==> config.mk <==
export PLATFORM = sky130hd
export DESIGN_NAME = lab2_proc_fetch_squash_unit
export DESIGN_NICKNAME = d
export VERILOG_FILES = /design/src/rtl/lab2_proc_fetch_squash_unit_pkg.sv /design/src/rtl/lab2_proc_updown_counter.sv /design/src/rtl/lab2_proc_fetch_squash_unit.sv
export SDC_FILE = /design/constraint.sdc
export NUM_CORES = 1
export LEC_CHECK = 0
export CAP_MARGIN = 20
export CORE_MARGIN = 2
export CORE_UTILIZATION = 24
export DETAILED_ROUTE_END_ITERATION = 8
export PLACE_DENSITY = 0.92
export SLEW_MARGIN = 10
export SYNTH_ARGS = -nofsm -noshare
export SYNTH_HDL_FRONTEND = slang
export SYNTH_SLANG_ARGS = --single-unit
==> constraint.sdc <==
create_clock -name clk -period 5.9 [get_ports clk]
set_clock_uncertainty 0.1 [all_clocks]
set_input_delay 1.77 -clock clk [delete_from_list [all_inputs] [get_ports clk]]
set_output_delay 1.77 -clock clk [all_outputs]
set_load 0.005 [all_outputs]
==> src/rtl/lab2_proc_fetch_squash_unit_pkg.sv <==
// Shared types and helpers for the fetch squash unit: imem response layout
// and counter sizing.
package lab2_proc_fetch_squash_unit_pkg;

   typedef struct packed {
      logic [2:0]  msg_type;
      logic [7:0]  opaque;
      logic [1:0]  test;
      logic [1:0]  len;
      logic [31:0] data;
   } mem_resp_4B_t;

   // Bits needed to hold the values 0..max inclusive
   function automatic int unsigned cnt_nbits(input int unsigned max);
      return $clog2(max + 1);
   endfunction

endpackage

==> src/rtl/lab2_proc_updown_counter.sv <==
// Up/down counter with a parallel load and an asynchronous active-low clear.
// Saturates at zero on a lone decrement so it cannot wrap below 0.
module lab2_proc_updown_counter #(
   parameter int unsigned p_nbits = 2
) (
   input  logic               clk,
   input  logic               rst_n,
   input  logic               inc_i,
   input  logic               dec_i,
   input  logic               load_i,
   input  logic [p_nbits-1:0] load_val_i,
   output logic [p_nbits-1:0] cnt_o
);

   logic [p_nbits-1:0] cnt_q;
   logic [p_nbits-1:0] cnt_d;

   always_comb begin
      cnt_d = cnt_q;
      if (load_i) begin
         cnt_d = load_val_i;
      end else if (dec_i && !inc_i && (cnt_q == '0)) begin
         cnt_d = cnt_q;
      end else begin
         cnt_d = cnt_q + p_nbits'(inc_i) - p_nbits'(dec_i);
      end
   end

   always_ff @(posedge clk or negedge rst_n) begin
      if (!rst_n) begin
         cnt_q <= '0;
      end else begin
         cnt_q <= cnt_d;
      end
   end

   assign cnt_o = cnt_q;

endmodule

==> src/rtl/lab2_proc_fetch_squash_unit.sv <==
// Sits between fetch and the imem ports: credit-limits outstanding requests
// and discards responses to requests that were in flight when a squash hit.
module lab2_proc_fetch_squash_unit
   import lab2_proc_fetch_squash_unit_pkg::*;
#(
   parameter  int unsigned p_msg_nbits    = $bits(mem_resp_4B_t),
   parameter  int unsigned p_max_inflight = 2,
   localparam int unsigned c_cnt_nbits    = cnt_nbits(p_max_inflight)
) (
   input  logic                   clk,
   input  logic                   reset,
   input  logic                   squash,
   input  logic                   req_in_val,
   output logic                   req_in_rdy,
   output logic                   req_out_val,
   input  logic                   req_out_rdy,
   input  logic [p_msg_nbits-1:0] resp_in_msg,
   input  logic                   resp_in_val,
   output logic                   resp_in_rdy,
   output logic [p_msg_nbits-1:0] resp_out_msg,
   output logic                   resp_out_val,
   input  logic                   resp_out_rdy,
   output logic [c_cnt_nbits-1:0] num_inflight,
   output logic [c_cnt_nbits-1:0] num_drop
);

   logic [c_cnt_nbits-1:0] inflight_cnt;
   logic [c_cnt_nbits-1:0] drop_cnt;
   logic [c_cnt_nbits-1:0] drop_load_val;
   logic                   credit_ok;
   logic                   drop_now;
   logic                   req_fire;
   logic                   resp_fire;
   logic                   drop_dec;

   // Request side only sees the registered count, never the live response
   assign credit_ok   = (inflight_cnt < c_cnt_nbits'(p_max_inflight));
   assign req_out_val = reset & req_in_val & credit_ok;
   assign req_in_rdy  = reset & req_out_rdy & credit_ok;
   assign req_fire    = req_in_val & req_in_rdy;

   assign drop_now     = squash | (drop_cnt != '0);
   assign resp_out_msg = resp_in_msg;
   assign resp_out_val = reset & ~drop_now & resp_in_val;
   assign resp_in_rdy  = reset & (drop_now | resp_out_rdy);
   assign resp_fire    = resp_in_val & resp_in_rdy;

   // Squash reloads with everything older than this cycle, minus a response dropped now
   assign drop_load_val = (inflight_cnt == '0) ? '0
                        : inflight_cnt - c_cnt_nbits'(resp_fire);
   assign drop_dec      = (drop_cnt != '0) & resp_fire;

   lab2_proc_updown_counter #(.p_nbits(c_cnt_nbits)) u_inflight_cnt (
      .clk        (clk),
      .rst_n      (reset),
      .inc_i      (req_fire),
      .dec_i      (resp_fire),
      .load_i     (1'b0),
      .load_val_i ('0),
      .cnt_o      (inflight_cnt)
   );

   lab2_proc_updown_counter #(.p_nbits(c_cnt_nbits)) u_drop_cnt (
      .clk        (clk),
      .rst_n      (reset),
      .inc_i      (1'b0),
      .dec_i      (drop_dec),
      .load_i     (squash),
      .load_val_i (drop_load_val),
      .cnt_o      (drop_cnt)
   );

   assign num_inflight = inflight_cnt;
   assign num_drop     = drop_cnt;

`ifndef SYNTHESIS
   always_ff @(posedge clk) begin
      if (reset && resp_in_val) begin
         assert (inflight_cnt != '0)
            else $error("imem response arrived with no request in flight");
      end
      if (reset) begin
         assert (drop_cnt <= inflight_cnt)
            else $error("pending drops exceed outstanding requests");
      end
   end
`endif

endmodule

# Yosys cells after proc, flatten, opt, wreduce, memory -nomap -nowiden
# Cells that the tools add are included.
[totals]
output_inout_bits = 55
register_bits = 4
input_bits = 54
[op_classes]
n_reduce_logical = 7
mux = 3
n_addsub = 4
n_lt_le_gt_ge = 1
n_eq_ne = 1
n_bitwise = 13
[op_table]
columns = ["cell", "n"]
rows = [
  ["1-bit AND", 10],
  ["2-bit 2-to-1 mux", 3],
  ["2-bit by 1-bit subtractor with 2-bit output", 3],
  ["2-bit zero test", 2],
  ["1-bit logical AND", 3],
  ["2-bit by 1-bit adder with 2-bit output", 1],
  ["2-bit less-than comparator, second input constant", 1],
  ["2-bit inequality test, second input constant", 1],
  ["1-bit bitwise OR", 2],
  ["2-bit nonzero test", 1],
  ["1-bit zero test", 1],
  ["1-bit inverter", 1],
]

# Longest topological paths before layout
# Gate-level depths: netlist of the first run.
[logic_depth]
ltp_word = 9
ltp_mapped = 8
depth_no_buf = 8

# Modules after synthesis
# Synthesis of the first run repeated with hierarchy kept, for this count alone.
[unflattened]
hier_cells = 90
hier_area_um2 = 748.2
[modules_own_cells]
columns = ["mod", "cells_each", "area_each_um2", "n_inst"]
rows = [
  ["lab2_proc_fetch_squash_unit", 64, 455.4, 1],
  ["lab2_proc_updown_counter", 13, 146.4, 2],
]

# Worst setup path before layout of the first run
# OpenSTA, ideal clock, no wires.
[synth_path]
path_type = "input to output"
from = "input squash"
to = "output resp_in_rdy"
path_stages = 2
arrival_ns = 2.148
n_path_buf = 0
setup_slack_ns = 1.882
cell_sequence = "nor4_4 -> nor2b_1"
[synth_via]
elab_chain_len = 3
[synth_rtl]
columns = ["element", "line", "source"]
rows = [
  ["start, declared", "lab2_proc_fetch_squash_unit.sv:12", "input logic squash,"],
  ["1-bit bitwise OR", "lab2_proc_fetch_squash_unit.sv:42", "assign drop_now = squash | (drop_cnt != '0);"],
  ["1-bit bitwise OR", "lab2_proc_fetch_squash_unit.sv:45", "assign resp_in_rdy = reset & (drop_now | resp_out_rdy);"],
  ["1-bit AND", "lab2_proc_fetch_squash_unit.sv:45", ""],
  ["end, declared", "lab2_proc_fetch_squash_unit.sv:19", "output logic resp_in_rdy,"],
]
# No other way between the ends.

# Final worst setup path of the first run
[layout_path]
from = "input reset"
to = "output resp_out_val"
[layout_via]
elab_chain_len = 2
[layout_rtl]
columns = ["element", "line", "source"]
rows = [
  ["start, declared", "lab2_proc_fetch_squash_unit.sv:11", "input logic reset,"],
  ["1-bit AND (2 in series)", "lab2_proc_fetch_squash_unit.sv:44", "assign resp_out_val = reset & ~drop_now & resp_in_val;"],
  ["end, declared", "lab2_proc_fetch_squash_unit.sv:21", "output logic resp_out_val,"],
]
# No other way between the ends.

==> results of run 1 <==
[cells in the final DEF (no fill, tap or decap), types with 2 or more instances in the layout]
| cell type | count |
|---|---|
| sky130_fd_sc_hd__clkdlybuf4s50_1 | 14 |
| sky130_fd_sc_hd__nor2_1 | 6 |
| sky130_fd_sc_hd__dfrtp_1 | 4 |
| sky130_fd_sc_hd__inv_1 | 3 |
| sky130_fd_sc_hd__ha_1 | 3 |
| sky130_fd_sc_hd__clkbuf_4 | 3 |
| sky130_fd_sc_hd__and3b_2 | 2 |
| sky130_fd_sc_hd__nand2_1 | 2 |
| sky130_fd_sc_hd__nor2b_1 | 2 |
| sky130_fd_sc_hd__xor2_1 | 2 |
[flip-flops by register name, indices dropped and copies added (netlist names)]
signal                cells
u_inflight_cnt.cnt_o      2
u_drop_cnt.cnt_o          2
[worst max-delay path, cell delays in order]
cell                              delay (ps)
sky130_fd_sc_hd__clkdlybuf4s50_1         660
sky130_fd_sc_hd__nand2_1                 170
sky130_fd_sc_hd__nor4_1                  190
sky130_fd_sc_hd__clkdlybuf4s50_1         540
[Yosys cell counts, drive strengths merged (2+ instances only)]
library cell / count / area (sq um)
xor2: 2 / 17.5
ha: 3 / 37.5
inv: 3 / 11.3
buf: 47 / 353
dfrtp: 4 / 100
nor2b: 2 / 12.5
nor4: 2 / 27.5
and3b: 2 / 20.0
nor2: 6 / 22.5
nand2: 2 / 7.51
[logic make-up (layout without fill, tap and decap cells)]
| group | after synthesis | in the layout |
|---|---|---|
| AOI/OAI and AO/OA | 3 | 3 |
| and+or+nand+nor | 18 | 18 |
| buffers and inverters | 50 | 20 |
| adders and majority gates | 3 | 3 |
| DFF | 4 | 4 |
| xor gates and xnor gates | 3 | 3 |
[how the worst max path moves through the flow]
stage	depth (start not counted)	end	slack, ps	start
after global placement	4	resp_out_val	710	reset
final	4	resp_out_val	690	reset
after floorplan	2	resp_in_rdy	1880	squash
after CTS	4	resp_out_val	680	reset
after global routing	4	resp_out_val	520	reset
after detailed placement	4	resp_out_val	680	reset
[power by group]
group,internal (mW),switching [mW],leakage [nW]
clock network,0.0228,0.0119,0.0138
registers,0.0409,0.0227,0.0484
logic,0.0622,0.0380,0.158
total,0.126,0.0726,0.221
[per-layer routing]
layer	global-route usage [%]	wire length (um)	vias to the layer above
li1	-	-	154
met1	5.83	330	149
met2	9.69	435	30
met3	6.22	226	14
met4	8.31	62	0
met5	0	0	-
[final cells by class]
class / count / area share, %
multi-input combinational: 27 / 39.9
timing repair buffer: 14 / 26.9
sequential: 4 / 19.2
tap: 31 / 7.45
clock buffer: 3 / 4.33
inverter: 3 / 2.16
==> insert_results.sql, run 1 <==
INSERT INTO impl_metrics (metric_group, metric, value, unit) VALUES
('cts', 'cts_resized', '0', ''),
('critical_path', 'endpoint_kind', 'output port', ''),
('sta', 'hold_violations', '0', ''),
('synth', 'ys.warnings.count', '0', ''),
('cts', 'cts_buffer_depth', '2', ''),
('floorplan', 'die_area', '0.00324', 'sq mm'),
('cts', 'tritoncts_clock_tree', 'built', ''),
('synth', 'area_share_of_xor_xnor_cells_in_the_synthesized_design', '3.91', '%'),
('grt', 'grt_start_max_net_pins', '10', ''),
('critical_path', 'timing.rr.end', 'u_inflight_cnt.cnt_o[1]$_DFFE_PN0N_', ''),
('synth', 'number_of_enable_type_register_cells_in_the_synthesized_netlist', '0', ''),
('finish', 'antenna_cells', '0', ''),
('sta', 'final_period_minus_worst_setup_slack', '5210', 'ps'),
('cts', 'clk_latency', '240', 'ps'),
('status', 'status', 'completed', ''),
('sta', 'final.setup.tns', '0', 'ps'),
('placement', 'place_worst_setup_slack', '682', 'ps'),
('floorplan', 'die_width', '56.9', 'um'),
('grt', 'via_count_of_the_first_global_routing_pass', '363', ''),
('power', 'ir_worst_vdd', '0.129', 'mV'),
('synth', 'post_synth_num_cell_types', '19', ''),
('synth', 'synth_mux_area_share', '0', '%'),
('finish', 'share_of_final_layout_standard_cells_stronger_than_drive_strength_1', '13.7', '%'),
('grt', 'grt.overflow.total', '0', ''),
('synth', 'synth_simple_gate_area_share', '18.1', '%'),
('sta', 'report.final.setup_viol', '0', ''),
('min_path', 'min_delay_worst_endpoint', 'u_drop_cnt.cnt_o[1]$_DFFE_PN0P_', ''),
('sta', 'maxClockFrequency', '192', 'MHz'),
('finish', 'area.sequential', '100', 'sq um'),
('power', 'post-layout-total-power', '199', 'uW'),
('detailed_routing', 'routed_via_density', '4.23', ''),
('power', 'cellPowerDensity', '381', 'mW/mm^2'),
('finish', 'fin_area', '520', 'sq um'),
('critical_path', 'reg2reg_slack', '3900', 'ps'),
('floorplan', 'rows', '19', ''),
('floorplan', 'start_util', '24.8', '%'),
('detailed_routing', 'dr.pass1.iters', '4', ''),
('floorplan', 'design.portCount', '109', ''),
('synth', 'avgSynthCellArea', '8.29', 'sq um'),
('grt', 'grt_use_total', '7.19', '%'),
('critical_path', 'critical_path_required', '4030', 'ps'),
('synth', 'post_synth_inst_count', '81', ''),
('synth', 'syn_area', '672', 'sq um'),
('critical_path', 'critPathKind', 'in2out', ''),
('detailed_routing', 'vias', '347', ''),
('critical_path', 'critPathLaunchType', 'input pin', ''),
('sta', 'layout_setup_ws', '688', 'ps'),
('sta', 'timing_worst_slew_pin_value', '323', 'ps'),
('sta', 'worst_hold_slack', '527', 'ps'),
('detailed_routing', 'dr.first_iter.drc_count', '9', ''),
('synth', 'synth_nets', '138', ''),
('critical_path', 'worstReg2RegStart', 'u_drop_cnt.cnt_o[0]$_DFFE_PN0P_', ''),
('power', 'power_leakage', '0.221', 'nW'),
('synth', 'ys_ff_latch', '4', ''),
('finish', 'final.fill_count', '313', ''),
('synth', 'postSynth.asyncResetShare', '100', '%'),
('critical_path', 'cp.arrival', '3340', 'ps'),
('sta', 'grt_setup_unrepaired', 'false', ''),
('critical_path', 'critPathMaxFanout', '9', ''),
('floorplan', 'chipHeight', '56.9', 'um'),
('critical_path', 'reg2regPathDepth', '8', ''),
('job', 'timing.max_cap.violations', '0', ''),
('cts', 'cts.sink_count', '4', ''),
('finish', 'finalNonFillerCells', '82', ''),
('grt', 'antenna_found_initial', '0', ''),
('synth', 'synth_compound_gate_area_share', '3.35', '%'),
('cts', 'worst_setup_hold_path_clk_slew', '40', 'ps'),
('cts', 'cts_hold_buffers', '0', ''),
('cts', 'clock_tree.htree_level_count', '1', ''),
('finish', 'utilization_after_layout', '19.2', '%'),
('placement', 'place.detailed.hpwl', '851', 'um');
(Power assumes the default switching activity.)
==> run 2, diff against run 1 <==
--- a/config.mk
+++ b/config.mk
@@ -6,7 +6,7 @@
 export NUM_CORES = 1
 export LEC_CHECK = 0
 export CAP_MARGIN = 20
-export CORE_MARGIN = 2
+export CORE_MARGIN = 3
 export CORE_UTILIZATION = 24
 export DETAILED_ROUTE_END_ITERATION = 8
 export PLACE_DENSITY = 0.92
==> insert_results.sql, run 2 (synthesis gave the netlist of run 1 again) <==
INSERT INTO impl_metrics (metric_group, metric, value, unit) VALUES
('placement', 'routabilityCongestion', '0.682', ''),
('floorplan', 'design.portCount', '109', ''),
('placement', 'placement.io_buffers', '14', ''),
('cts', 'clk_latency', '240', 'ps'),
('cts', 'cts_buffer_depth', '2', ''),
('sta', 'final_period_minus_worst_setup_slack', '5250', 'ps'),
('grt', 'gr-max-usage-layer', 'met2', ''),
('min_path', 'hold_path.startpoint', 'u_inflight_cnt.cnt_o[0]$_DFFE_PN0N_', ''),
('cts', 'cts_hold_buffers', '0', ''),
('finish', 'antenna_cells', '0', ''),
('critical_path', 'reg2reg_slack', '3940', 'ps'),
('floorplan', 'coreArea', '0.00257', 'sq mm'),
('cts', 'cts_setup_buffers', '0', ''),
('power', 'cellPowerDensity', '383', 'mW/mm^2'),
('critical_path', 'critical_path_required', '4030', 'ps'),
('finish', 'final_cell_mix', 'sky130_fd_sc_hd__clkdlybuf4s50_1, sky130_fd_sc_hd__nor2_1, sky130_fd_sc_hd__dfrtp_1', ''),
('critical_path', 'timing.rr.end', 'u_inflight_cnt.cnt_o[1]$_DFFE_PN0N_', ''),
('status', 'status', 'completed', ''),
('sta', 'report.final.setup_viol', '0', ''),
('floorplan', 'die_width', '58.9', 'um'),
('cts', 'cts_inserted_buffers', '3', ''),
('detailed_routing', 'routed_via_density', '4.30', ''),
('cts', 'worst_setup_hold_path_clk_slew', '40', 'ps'),
('sta', 'maxClockFrequency', '190', 'MHz'),
('finish', 'final_nets', '110', ''),
('critical_path', 'cp.arrival', '3380', 'ps'),
('floorplan', 'start_util', '26.2', '%'),
('grt', 'antenna_found_initial', '0', ''),
('grt', 'gr-usage-met3', '5.48', '%'),
('grt', 'grt_start_max_net_pins', '10', ''),
('grt', 'via_count_of_the_first_global_routing_pass', '385', ''),
('sta', 'report.final.slew_viol_count', '0', ''),
('critical_path', 'critPathLaunchType', 'input pin', ''),
('min_path', 'min_delay_worst_endpoint', 'u_drop_cnt.cnt_o[0]$_DFFE_PN0P_', ''),
('min_path', 'worst_hold_path.num_cells', '2', ''),
('sta', 'grt_setup_unrepaired', 'false', ''),
('sta', 'hold_violations', '0', ''),
('critical_path', 'endpoint_kind', 'output port', ''),
('floorplan', 'chipHeight', '58.9', 'um'),
('finish', 'area_delta_synth_final', '-22.7', '%'),
('grt', 'use_met2', '9.94', '%'),
('detailed_routing', 'drt_wl_total', '1020', 'um'),
('floorplan', 'die_area', '0.00347', 'sq mm'),
('cts', 'clock_tree.htree_level_count', '1', ''),
('job', 'timing.max_cap.violations', '0', ''),
('critical_path', 'critPathKind', 'in2out', ''),
('sta', 'headroom_to_the_max_slew_limit', '78.7', '%'),
('sta', 'final.setup.tns', '0', 'ps'),
('detailed_routing', 'dr.first_iter.drc_count', '17', ''),
('grt', 'wire_length_of_the_first_global_routing_pass', '1710', 'um'),
('power', 'power_leakage', '0.221', 'nW'),
('finish', 'share_of_final_layout_standard_cells_stronger_than_drive_strength_1', '13.7', '%'),
('detailed_routing', 'postRouteAntennaNets', '0', ''),
('grt', 'grt.overflow.total', '0', ''),
('critical_path', 'worstReg2RegStart', 'u_drop_cnt.cnt_o[0]$_DFFE_PN0P_', ''),
('detailed_routing', 'vias', '348', ''),
('grt', 'grt_use_total', '6.99', '%'),
('cts', 'cts_resized', '0', ''),
('finish', 'layout.cells.most_common', 'sky130_fd_sc_hd__clkdlybuf4s50_1', ''),
('power', 'post-layout-total-power', '199', 'uW'),
('detailed_routing', 'dr.pass1.iters', '2', ''),
('cts', 'cts.sink_count', '4', ''),
('cts', 'tritoncts_clock_tree', 'built', ''),
('detailed_routing', 'drc', '0', ''),
('critical_path', 'reg2regPathDepth', '8', ''),
('critical_path', 'critPathMaxFanout', '9', ''),
('min_path', 'min_path_type', 'reg2reg', ''),
('floorplan', 'rows', '18', ''),
('placement', 'place.detailed.hpwl', '840', 'um'),
('sta', 'timing_worst_slew_pin_value', '318', 'ps'),
('grt', 'met1_usage', '5.96', '%'),
('sta', 'timing.final.crit_share', '89.0', '%'),
('cts', 'clock-root-buffer', 'sky130_fd_sc_hd__clkbuf_4', ''),
('detailed_routing', 'route.detailed.wl_per_inst', '12.6', 'um'),
('power', 'ir_worst_vdd', '0.137', 'mV');
-- run 2: area by class of cell --
class / instances / area (sq um)
clock buffer: 3 / 22.5
fill: 304 / 2050
inverter: 3 / 11.3
multi-input combinational: 27 / 208
sequential: 4 / 100
tap: 30 / 37.5
timing repair buffer: 14 / 140
-- run 2: worst max path at each step --
stage            from      endpoint  slack, ps  cells past startpoint
3_5_place_dp    reset  resp_out_val        630                      4
3_3_place_gp    reset  resp_out_val        730                      4
6_report        reset  resp_out_val        650                      4
2_1_floorplan  squash   resp_in_rdy       1880                      2
5_1_grt         reset  resp_out_val        470                      4
4_1_cts         reset  resp_out_val        630                      4
-- run 2: routing by layer --
| metal | wire length, um | vias to the layer above |
|---|---|---|
| met2 | 468 | 22 |
| met4 | 45 | 0 |
| met1 | 357 | 164 |
| met5 | 0 | - |
| li1 | - | 152 |
| met3 | 145 | 10 |
-- run 2: power breakdown --
part | internal [mW] | switching [mW] | leakage (nW) | total (mW)
Clock | 0.0228 | 0.0120 | 0.0138 | 0.0349
Sequential | 0.0409 | 0.0229 | 0.0484 | 0.0638
Combinational | 0.0623 | 0.0381 | 0.158 | 0.100
-- run 2: worst max-delay path, stage by stage --
cell	delay, ps
sky130_fd_sc_hd__clkdlybuf4s50_1	650
sky130_fd_sc_hd__nand2_1	190
sky130_fd_sc_hd__nor4_1	220
sky130_fd_sc_hd__clkdlybuf4s50_1	550
-- run 2: per-stage QoR --
stage	area, sq um	utilization (%)	instances	hold slack, ps	worst slack (ps)
floorplan	672	-	81	488	1880
global placement	497	19.3	78	510	732
detailed placement	497	19.3	78	529	629
CTS	519	20.2	81	541	629
global route	519	20.2	81	588	470
finish	519	20.2	81	526	649
